==> config.mk <==
export PLATFORM = sky130hd
export DESIGN_NAME = mem_loader_flat
export DESIGN_NICKNAME = d
export VERILOG_FILES = /design/src/rtl/p12_loader_pkg.sv /design/src/rtl/mem_loader_if.sv /design/src/rtl/mem_loader.sv /design/src/flat_wrapper.sv
export SDC_FILE = /design/constraint.sdc
export NUM_CORES = 1
export LEC_CHECK = 0
export ABC_AREA = 0
export CELL_PAD_IN_SITES_DETAIL_PLACEMENT = 0
export CELL_PAD_IN_SITES_GLOBAL_PLACEMENT = 1
export CORE_ASPECT_RATIO = 1.2
export CORE_UTILIZATION = 35
export DETAILED_ROUTE_END_ITERATION = 10
export PLACE_DENSITY_LB_ADDON = 0.1
export SLEW_MARGIN = 20
export SYNTH_ARGS = -nofsm -noshare
export SYNTH_HDL_FRONTEND = slang
export SYNTH_SLANG_ARGS = --single-unit
==> constraint.sdc <==
create_clock -name clk -period 4.1 [get_ports clk]
set_clock_uncertainty 0.2 [all_clocks]
set_input_delay 1.23 -clock clk [delete_from_list [all_inputs] [get_ports clk]]
set_output_delay 1.23 -clock clk [all_outputs]
set_load 0.01 [all_outputs]
==> src/rtl/p12_loader_pkg.sv <==
// Shared definitions for the byte-stream memory loader: opcodes, FSM states and sizing helper.
package p12_loader_pkg;

  localparam logic [7:0] OP_SET_ADDR = 8'h01;
  localparam logic [7:0] OP_WRITE    = 8'h02;
  localparam logic [7:0] OP_READ     = 8'h03;

  typedef enum logic [2:0] {
    StIdle,
    StAddr,
    StData,
    StWrite,
    StRdSend
  } state_e;

  function automatic int unsigned bytes_for(input int unsigned bits);
    return (bits + 7) / 8;
  endfunction

endpackage

==> src/rtl/mem_loader_if.sv <==
// Host byte streams (rx/tx valid-ready) plus the memory write/read port, as seen by the loader.
interface mem_loader_if #(
  parameter int unsigned WIDTH     = 8,
  parameter int unsigned ADDR_SIZE = 10
);

  logic [7:0]           rx_data;
  logic                 rx_valid;
  logic                 rx_ready;
  logic [7:0]           tx_data;
  logic                 tx_valid;
  logic                 tx_ready;
  logic [ADDR_SIZE-1:0] mem_wa;
  logic [WIDTH-1:0]     mem_din;
  logic                 mem_wen;
  logic [ADDR_SIZE-1:0] mem_ra;
  logic [WIDTH-1:0]     mem_dout;

  // Loader side.
  modport master (
    input  rx_data, rx_valid, tx_ready, mem_dout,
    output rx_ready, tx_data, tx_valid, mem_wa, mem_din, mem_wen, mem_ra
  );

  // Host and memory side.
  modport slave (
    output rx_data, rx_valid, tx_ready, mem_dout,
    input  rx_ready, tx_data, tx_valid, mem_wa, mem_din, mem_wen, mem_ra
  );

endinterface

==> src/rtl/mem_loader.sv <==
// Command-driven loader: SET_ADDR / WRITE / READ over a byte stream, driving a single-port memory.
module mem_loader
  import p12_loader_pkg::*;
#(
  parameter int unsigned WIDTH     = 8,
  parameter int unsigned ADDR_SIZE = 10
) (
  input  logic         clk,
  input  logic         reset_n,
  mem_loader_if.master bus,
  output logic         busy,
  output logic         err
);

  localparam int unsigned WB   = WIDTH / 8;
  localparam int unsigned AB   = bytes_for(ADDR_SIZE);
  localparam int unsigned TW   = AB * 8;
  localparam int unsigned MaxB = (AB > WB) ? AB : WB;
  localparam int unsigned CntW = (MaxB > 1) ? $clog2(MaxB) : 1;

  state_e               state_q, state_d;
  logic [ADDR_SIZE-1:0] addr_q, addr_d;
  logic [WIDTH-1:0]     shift_q, shift_d;
  logic [TW-1:0]        tmp_q, tmp_d;
  logic [CntW-1:0]      cnt_q, cnt_d;
  logic                 err_q, err_d;
  logic                 rx_fire, tx_fire;

  always_ff @(posedge clk or negedge reset_n) begin
    if (!reset_n) begin
      state_q <= StIdle;
      addr_q  <= '0;
      shift_q <= '0;
      tmp_q   <= '0;
      cnt_q   <= '0;
      err_q   <= 1'b0;
    end else begin
      state_q <= state_d;
      addr_q  <= addr_d;
      shift_q <= shift_d;
      tmp_q   <= tmp_d;
      cnt_q   <= cnt_d;
      err_q   <= err_d;
    end
  end

  // Handshake outputs decode the registered state, so they are glitch-free and drop on reset.
  always_comb begin
    bus.rx_ready = (state_q == StIdle) || (state_q == StAddr) || (state_q == StData);
    bus.tx_valid = (state_q == StRdSend);
    bus.tx_data  = shift_q[WIDTH-1 -: 8];
    bus.mem_wen  = (state_q == StWrite);
    bus.mem_wa   = addr_q;
    bus.mem_ra   = addr_q;
    bus.mem_din  = shift_q;
    busy         = (state_q != StIdle);
    err          = err_q;
  end

  always_comb begin
    rx_fire = bus.rx_valid && bus.rx_ready;
    tx_fire = bus.tx_valid && bus.tx_ready;
    state_d = state_q;
    addr_d  = addr_q;
    shift_d = shift_q;
    tmp_d   = tmp_q;
    cnt_d   = cnt_q;
    err_d   = 1'b0;

    case (state_q)
      StIdle: begin
        if (rx_fire) begin
          case (bus.rx_data)
            OP_SET_ADDR: begin
              state_d = StAddr;
              cnt_d   = '0;
            end
            OP_WRITE: begin
              state_d = StData;
              cnt_d   = '0;
            end
            OP_READ: begin
              shift_d = bus.mem_dout;
              cnt_d   = '0;
              state_d = StRdSend;
            end
            default: err_d = 1'b1;
          endcase
        end
      end

      StAddr: begin
        if (rx_fire) begin
          tmp_d = (tmp_q << 8) | TW'(bus.rx_data);
          if (cnt_q == CntW'(AB - 1)) begin
            // High bits beyond the address width are silently dropped.
            addr_d  = tmp_d[ADDR_SIZE-1:0];
            cnt_d   = '0;
            state_d = StIdle;
          end else begin
            cnt_d = cnt_q + 1'b1;
          end
        end
      end

      StData: begin
        if (rx_fire) begin
          shift_d = (shift_q << 8) | WIDTH'(bus.rx_data);
          if (cnt_q == CntW'(WB - 1)) begin
            cnt_d   = '0;
            state_d = StWrite;
          end else begin
            cnt_d = cnt_q + 1'b1;
          end
        end
      end

      StWrite: begin
        addr_d  = addr_q + ADDR_SIZE'(1);
        state_d = StIdle;
      end

      StRdSend: begin
        if (tx_fire) begin
          shift_d = shift_q << 8;
          if (cnt_q == CntW'(WB - 1)) begin
            addr_d  = addr_q + ADDR_SIZE'(1);
            cnt_d   = '0;
            state_d = StIdle;
          end else begin
            cnt_d = cnt_q + 1'b1;
          end
        end
      end

      default: state_d = StIdle;
    endcase
  end

endmodule

==> src/flat_wrapper.sv <==
// flat-port wrapper written by rule: the top's interface ports become plain ports
module mem_loader_flat import p12_loader_pkg::*;
#(
  parameter int unsigned WIDTH     = 8,
  parameter int unsigned ADDR_SIZE = 10
)
  (clk, reset_n, busy, err, bus_rx_data, bus_rx_valid, bus_tx_ready, bus_mem_dout, bus_rx_ready, bus_tx_data, bus_tx_valid, bus_mem_wa, bus_mem_din, bus_mem_wen, bus_mem_ra);
  mem_loader_if #(.WIDTH(WIDTH), .ADDR_SIZE(ADDR_SIZE)) bus_i ();
  input  logic clk;
  input  logic reset_n;
  output logic busy;
  output logic err;
  input wire logic [$bits(bus_i.rx_data)-1:0] bus_rx_data;
  input wire logic [$bits(bus_i.rx_valid)-1:0] bus_rx_valid;
  input wire logic [$bits(bus_i.tx_ready)-1:0] bus_tx_ready;
  input wire logic [$bits(bus_i.mem_dout)-1:0] bus_mem_dout;
  output wire logic [$bits(bus_i.rx_ready)-1:0] bus_rx_ready;
  output wire logic [$bits(bus_i.tx_data)-1:0] bus_tx_data;
  output wire logic [$bits(bus_i.tx_valid)-1:0] bus_tx_valid;
  output wire logic [$bits(bus_i.mem_wa)-1:0] bus_mem_wa;
  output wire logic [$bits(bus_i.mem_din)-1:0] bus_mem_din;
  output wire logic [$bits(bus_i.mem_wen)-1:0] bus_mem_wen;
  output wire logic [$bits(bus_i.mem_ra)-1:0] bus_mem_ra;
  assign bus_i.rx_data = bus_rx_data;
  assign bus_i.rx_valid = bus_rx_valid;
  assign bus_i.tx_ready = bus_tx_ready;
  assign bus_i.mem_dout = bus_mem_dout;
  assign bus_rx_ready = bus_i.rx_ready;
  assign bus_tx_data = bus_i.tx_data;
  assign bus_tx_valid = bus_i.tx_valid;
  assign bus_mem_wa = bus_i.mem_wa;
  assign bus_mem_din = bus_i.mem_din;
  assign bus_mem_wen = bus_i.mem_wen;
  assign bus_mem_ra = bus_i.mem_ra;
  mem_loader #(.WIDTH(WIDTH), .ADDR_SIZE(ADDR_SIZE)) u_core (.clk(clk), .reset_n(reset_n), .bus(bus_i), .busy(busy), .err(err));
endmodule
== Word-level counts from Yosys, hierarchy flattened ==
Cells that the tools add are included.

* Register bits after elaboration: 25
* Input bits: 20
* Output and inout bits: 41
* Logic and storage cells: 71

* Add/sub/neg operators: 2
* Equal/unequal tests: 17
* Mux-type cells: 30
* Bitwise gates (word level): 1
* Reduce and logical (&&, ||, !) cells: 15

{| class="wikitable"
|+ Operators by type and width
! kind !! number
|-
| 10-bit two-way mux || 4
|-
| 8-bit two-way mux || 4
|-
| 10-bit one-hot mux with 3 select lines || 1
|-
| 8-bit one-hot mux with 3 select lines || 1
|-
| 3-bit two-way mux || 7
|-
| 8-bit by 2-bit equality test with 1-bit output (second input constant) || 2
|-
| 3-bit one-hot mux with 4 select lines || 1
|-
| 10-bit by 1-bit adder with 10-bit output (second input constant) || 1
|-
| 1-bit two-way mux || 10
|-
| 2-bit inequality test (second input constant) || 5
|-
| 10-bit by 8-bit bitwise OR with 10-bit output || 1
|-
| 5-bit AND reduction || 2
|-
| 3-bit one-hot mux with 3 select lines || 1
|-
| 3-bit nonzero test || 3
|-
| 8-bit by 1-bit equality test with 1-bit output (second input constant) || 1
|-
| 2-bit by 1-bit inequality test with 1-bit output (second input constant) || 4
|-
| 8-bit AND reduction || 1
|-
| 3-bit by 2-bit equality test with 1-bit output (second input constant) || 2
|-
| 6-bit AND reduction || 1
|-
| 4-bit inequality test (second input constant) || 1
|-
| 1-bit one-hot mux with 4 select lines || 1
|-
| 4-bit nonzero test || 1
|-
| 3-bit by 1-bit equality test with 1-bit output (second input constant) || 1
|-
| 3-bit equality test (second input constant) || 1
|-
| other kinds (6) || 8
|}

== Logic depth before layout (Yosys ltp) ==
Gate-level depths: netlist (run 1).

* Depth after elaboration: 6
* Mapped depth: 8
* Gate-level depth less buffers: 5

== Worst setup path after synthesis (run 1) ==
Ideal clock, no wire load.

* Kind: in2reg
* Start point: input bus_rx_data[5]
* End point: register u_core.shift_q[0] (netlist: u_core.bus.mem_din[0])
* Setup time: 125 ps
* Arrival time: 2,494 ps
* Required time: 3,775 ps
* Path slack: 1,282 ps
* Cell stages on the path: 4
* Buffers on the path: 0
* Path through: nor4_4 > nand4_2 > a221oi_4 > mux2_2

* Word-level cells in the longest chain between the ends: 3

{| class="wikitable"
|+ Ends and longest elaborated chain
! what !! RTL line !! source
|-
| start: declaration || flat_wrapper.sv:13 || <nowiki>input wire logic [$bits(bus_i.rx_data)-1:0] bus_rx_data;</nowiki>
|-
| 8-bit by 2-bit equality test with 1-bit output || mem_loader.sv:73 || <nowiki>case (bus.rx_data)</nowiki>
|-
| 2-bit inequality test (no source line) || - ||
|-
| 5-bit AND reduction (no source line) || - ||
|-
| end signal: assignment || mem_loader.sv:40 || <nowiki>shift_q <= shift_d;</nowiki>
|-
| end: declaration || mem_loader.sv:23 || <nowiki>logic [WIDTH-1:0] shift_q, shift_d;</nowiki>
|}

No other way between the ends.
A chain may end at the register's enable or synchronous reset.

== Worst setup path after layout (run 1) ==
* Start point: register u_core.state_q[0]
* End point: output bus_tx_valid

* Word-level cells in the longest chain between the ends: 1

{| class="wikitable"
|+ Ends and longest elaborated chain
! what !! RTL line !! source
|-
| start: declaration || mem_loader.sv:21 || <nowiki>state_e state_q, state_d;</nowiki>
|-
| start signal: assignment || mem_loader.sv:31 || <nowiki>state_q <= StIdle;</nowiki>
|-
| start signal: assignment || mem_loader.sv:38 || <nowiki>state_q <= state_d;</nowiki>
|-
| 3-bit equality test || mem_loader.sv:50 || <nowiki>bus.tx_valid = (state_q == StRdSend);</nowiki>
|-
| end: declaration || flat_wrapper.sv:19 || <nowiki>output wire logic [$bits(bus_i.tx_valid)-1:0] bus_tx_valid;</nowiki>
|}

No other way between the ends.

==> results of run 1 <==
## metal layers
layer,vias up,part of all wire,GRT usage
li1,720,-,-
met1,758,0.44,0.249
met2,39,0.51,0.301
met3,6,0.040,0.0221
met4,0,0.013,0.0652
met5,-,0,0
## metrics by stage
step,std cells,cell area [um2],hold WS [ns]
floorplan,174,1680,0.275
global placement,268,2190,0.293
detailed placement,268,2190,0.304
CTS,272,2240,0.330
global route,272,2240,0.343
finish,272,2240,0.323
## state kept, by name (all words and copies together) (netlist names)
register,count
u_core.err,1
u_core.cnt_q,1
u_core.bus.mem_ra,10
u_core.tmp_q,2
u_core.bus.mem_din,8
u_core.state_q,3
## kinds of logic (layout without fill, tap and decap cells)
kind of cell | count (synthesis) | after routing | share of synthesized area
buffers and inverters | 32 | 72 | 0.120
flip-flops | 25 | 25 | 0.373
AO/OA/AOI/OAI | 58 | 58 | 0.254
XOR/XNOR | 1 | 1 | 0.00523
AND/OR/NAND/NOR | 46 | 46 | 0.167
multiplexers | 11 | 11 | 0.0732
adder cells (fa/ha/maj) | 1 | 1 | 0.00747
## layout make-up
type / count / area, um2
clock buffers: 3 / 41.3
clock inverters: 1 / 5.00
fillers: 451 / 2360
inverters: 4 / 15.0
multi-input cells: 117 / 848
flip-flops and latches: 25 / 626
well taps: 58 / 72.6
repair buffers: 64 / 631
## placed cells by master (no fill, tap or decap), types with 2 or more instances in the layout
master | Yosys | final
nand2_1 | 11 | 11
o2111ai_1 | 2 | 2
a22o_1 | 7 | 7
o32ai_1 | 2 | 2
o2bb2a_1 | 5 | 5
o32a_1 | 2 | 2
nand4_1 | 2 | 2
a2bb2oi_1 | 2 | 2
nor2_1 | 3 | 3
a22oi_1 | 2 | 2
and3_1 | 2 | 2
or3_1 | 3 | 3
clkbuf_8 | 0 | 3
a31oi_1 | 2 | 2
nor3_1 | 8 | 8
o22ai_1 | 3 | 3
nand3_1 | 4 | 4
o21ai_0 | 14 | 14
a21oi_1 | 11 | 11
dfrtp_1 | 25 | 25
mux2_2 | 10 | 10
inv_1 | 3 | 3
and4_1 | 2 | 2
buf_4 | 20 | 4
clkdlybuf4s50_1 | 0 | 60
nand2b_1 | 3 | 3
## power by group through the flow
stage / sequential, uW / combinational [uW] / clock (uW)
6_report: 499 / 787 / 152
3_5_place_dp: 509 / 795 / 0
2_1_floorplan: 499 / 449 / 0
3_3_place_gp: 494 / 787 / 0
5_1_grt: 521 / 850 / 164
4_1_cts: 503 / 796 / 155
## worst register-to-register path, stage by stage (launching register included)
cell,delay [ns]
dfrtp_1,0.66
and3b_1,0.45
nand2b_1,0.54
a21oi_1,0.12
o2bb2a_1,0.31
## path summary, 6_finish.rpt
kind                       depth (start not counted)  slack [ns]                     startpoint                           endpoint
setup / recovery                                   3        0.55  u_core.state_q[0]$_DFFE_PN0P_                       bus_tx_valid
hold / removal                                     1        0.32    u_core.tmp_q[1]$_DFFE_PN0P_        u_core.tmp_q[1]$_DFFE_PN0P_
setup reg to reg                                   4        1.70  u_core.state_q[0]$_DFFE_PN0P_   u_core.bus.mem_ra[6]$_DFFE_PN0P_
hold reg to reg                                    1        0.32    u_core.tmp_q[1]$_DFFE_PN0P_        u_core.tmp_q[1]$_DFFE_PN0P_
max in group asynchronous                          2        2.32                        reset_n  u_core.bus.mem_din[4]$_DFFE_PN0P_
min in group asynchronous                          2        1.12                        reset_n   u_core.bus.mem_ra[2]$_DFFE_PN0P_
==> flow_summary.ini, run 1 <==
[status]
outcome = finished clean

[floorplan]
die_h_um = 77.8
core_um2 = 4590
initial_utilization = 0.365
io_pins = 61
die_area_um2 = 5070
num_rows = 27
die_w_um = 65.2

[layout]
final_nets = 236
drive_above_1_share = 0.117
diodes = 0
syn2layout_area_growth_pct = 33.6
final_util = 0.487

[clock_network]
cts_root_buf = clkbuf_8
cts_resized = 0
cts_setup_buffers = 0
htree_levels = 1
cts_made_buffers = 3
clk_latency_ns = 0.28
clk_pin_slew_ns = 0.10
clockBufferDepth = 2
ctsHoldBuffers = 0
cts_tree = done
cts_num_sinks = 25

[grt]
overflow = 0
grt_pass1_wl_um = 7370
antenna_found_initial = 0
grt_max_degree = 26
grtUsageTotal = 0.185
grt_pass1_vias = 1477

[worst_setup_path]
worst_path_max_delay_cell = clkdlybuf4s50_1
crit_path_max_incr_delay_ns = 0.58
critical_path.cell_chain = or3b_1, clkinv_1, clkdlybuf4s50_1
path_class = flop to output pin
crit_required_ns = 2.67
path_buf_inv = 2
end_kind = output pin
crit_fanout = 14
crit_family = buffers and inverters
crit_arrival_ns = 2.12
start_kind = flop

[route]
via_count = 1523
drt_iter0_markers = 74
routed_wl_um = 4480
ant_nets = 0
via_per_inst = 5.60
drcViolationCount = 0
first_pass_iters = 4
wl_per_cell_um = 16.5

[power_and_ir_drop]
p_per_area_nw_per_um2 = 642
p_total_uw = 1440
leakagePower_uw = 0.000870
switching_share = 0.373
p_sw_uw = 536
vdd_drop_max_v = 0.000307
p_int_uw = 902
clockPowerShare = 0.106
pwr-share-seq = 0.347
combPwrFrac = 0.547

[yosys]
synth.net_count = 195
synth_enable_flop_cells = 0
synth_top_area_share = 0.373
synth_common_cells = dfrtp_1, buf_4, o21ai_0
synth_cell_type_count = 44
yosysMostFrequentCell = dfrtp_1
synth_cells = 174
synthTopCellsByArea = dfrtp_1, buf_4, mux2_2, o21ai_0, a22o_1
synth_flop_cell = dfrtp_1
async_flop_share = 1.00
ys_ff_latch = 25
syn_area_um2 = 1680
yosysTopAreaCell = dfrtp_1
syn_area_per_cell_um2 = 9.63
ys_seq_area_frac = 0.373
yosys_warnings = 0

[sta]
slew_violations = 0
finalCriticalPeriod_ns = 3.55
rsz0062_at_grt = false
worstMarginPinSlew_ns = 0.604
setup_viol = 0
fin_crit_sh = 0.866
fin_tns_setup_ns = 0
fmax_ghz = 0.282
hold_viol = 0
slew_headroom = 0.596
setup_ws_ns = 0.549

[place]
place.gp.congestion = 0.810
post-place-ws_ns = 0.531
dp_hpwl_um = 3270
io_buffers = 60

[worst_hold_path]
hold_path_class = flop to flop

[job]
timing.max_cap.violations = 0
Note: power is estimated with default switching activity, not from simulation.
==> run 2: changes to the inputs <==
CORE_ASPECT_RATIO = not set   (was 1.2)
==> flow_summary.ini, run 2 (same netlist as run 1, synthesis figures left out) <==
[floorplan]
die_w_um = 71.2
initial_utilization = 0.374
core_um2 = 4470
die_h_um = 71.2
die_area_um2 = 5070
io_pins = 61
num_rows = 24

[route]
routed_wl_um = 4480
drcViolationCount = 6
drt_iter0_markers = 108
via_per_inst = 5.88
first_pass_iters = 8
via_count = 1559
wl_per_cell_um = 16.9
ant_nets = 0

[job]
timing.max_cap.violations = 0

[clock_network]
clk_pin_slew_ns = 0.09
cts_tree = done
cts_root_buf = clkbuf_8
clockBufferDepth = 2
cts_resized = 0
cts_setup_buffers = 0
ctsHoldBuffers = 0
cts_num_sinks = 25
htree_levels = 1
clk_latency_ns = 0.27
cts_made_buffers = 3

[place]
placed_cells = 261
io_buffers = 60
dp_hpwl_um = 3190
place.gp.congestion = 0.783

[grt]
grt_pass1_wl_um = 7660
grt_max_degree = 26
overflow = 0
grtUsageTotal = 0.193
grt_pass1_vias = 1459
antenna_found_initial = 0

[layout]
diodes = 0
final_common_cell = clkdlybuf4s50_1
final_nets = 235
drive_above_1_share = 0.108
fin_cells = 265
syn2layout_area_growth_pct = 32.6
largest_reg_flops = 10
final_cell_mix = clkdlybuf4s50_1, dfrtp_1, o21ai_0

[worst_hold_path]
hold_path_class = flop to flop

[sta]
fin_tns_setup_ns = 0
rsz0062_at_grt = false
fmax_ghz = 0.283
fin_crit_sh = 0.862
worstMarginPinSlew_ns = 0.583
setup_viol = 0
slew_violations = 0
hold_viol = 0
finalCriticalPeriod_ns = 3.54
slew_headroom = 0.610

[worst_setup_path]
end_kind = output pin
start_kind = flop
crit_fanout = 19
path_class = flop to output pin
crit_arrival_ns = 2.11
crit_required_ns = 2.67

[power_and_ir_drop]
leakagePower_uw = 0.000862
p_per_area_nw_per_um2 = 646
vdd_drop_max_v = 0.000217

[status]
violations = design-rule violations
outcome = finished, violations left
## run 2: changes by cell type in the layout (fill, tap and decap cells not counted)
| cell | before | now |
|---|---|---|
| buf_4 | 4 | 3 |
| clkbuf_1 | 0 | 1 |
| clkinv_2 | 1 | 0 |
## run 2: path summary, 6_finish.rpt
path	startpoint	slack, ns	depth (start not counted)	end
min	u_core.tmp_q[0]$_DFFE_PN0P_	0.31	1	u_core.tmp_q[0]$_DFFE_PN0P_
min reg2reg	u_core.tmp_q[0]$_DFFE_PN0P_	0.31	1	u_core.tmp_q[0]$_DFFE_PN0P_
max	u_core.state_q[1]$_DFFE_PN0P_	0.56	3	bus_tx_valid
max reg2reg	u_core.state_q[1]$_DFFE_PN0P_	1.72	4	u_core.bus.mem_ra[8]$_DFFE_PN0P_
min in group asynchronous	reset_n	1.12	2	u_core.bus.mem_din[4]$_DFFE_PN0P_
max in group asynchronous	reset_n	2.32	2	u_core.bus.mem_ra[4]$_DFFE_PN0P_
## run 2: report_power, final
group / switching [uW] / internal, uW
combinational: 310 / 474
clock: 82.0 / 69.8
sequential: 140 / 358
total: 532 / 903
## run 2: per-layer routing
metal  vias up  track usage  wire length, um
li1        721            -                -
met1       774        0.266             1950
met4         0       0.0644               57
met5         -            0                0
met2        59        0.309             2240
met3         5       0.0313              234
## run 2: layout make-up
cell class              count  area, um2
fillers                   410       2250
clock buffers               4       45.0
flip-flops and latches     25        626
inverters                   4       15.0
multi-input cells         117        848
well taps                  52       65.1
repair buffers             63        623
## run 2: critical path, stage by stage, from the launching register on
cell and delay (ns):
dfrtp_1 0.58, or3b_1 0.49, clkinv_1 0.19, clkdlybuf4s50_1 0.57
## run 2: stage by stage
stage / power [uW] / cell area [um2] / utilization / setup slack [ns] / hold slack, ns
after floorplan: 948 / 1680 / - / 1.28 / 0.275
after global placement: 1280 / 2180 / 0.487 / 0.586 / 0.295
after detailed placement: 1300 / 2180 / 0.487 / 0.537 / 0.294
after CTS: 1450 / 2220 / 0.497 / 0.556 / 0.316
after global routing: 1540 / 2220 / 0.497 / 0.426 / 0.351
final: 1430 / 2220 / 0.497 / 0.564 / 0.306
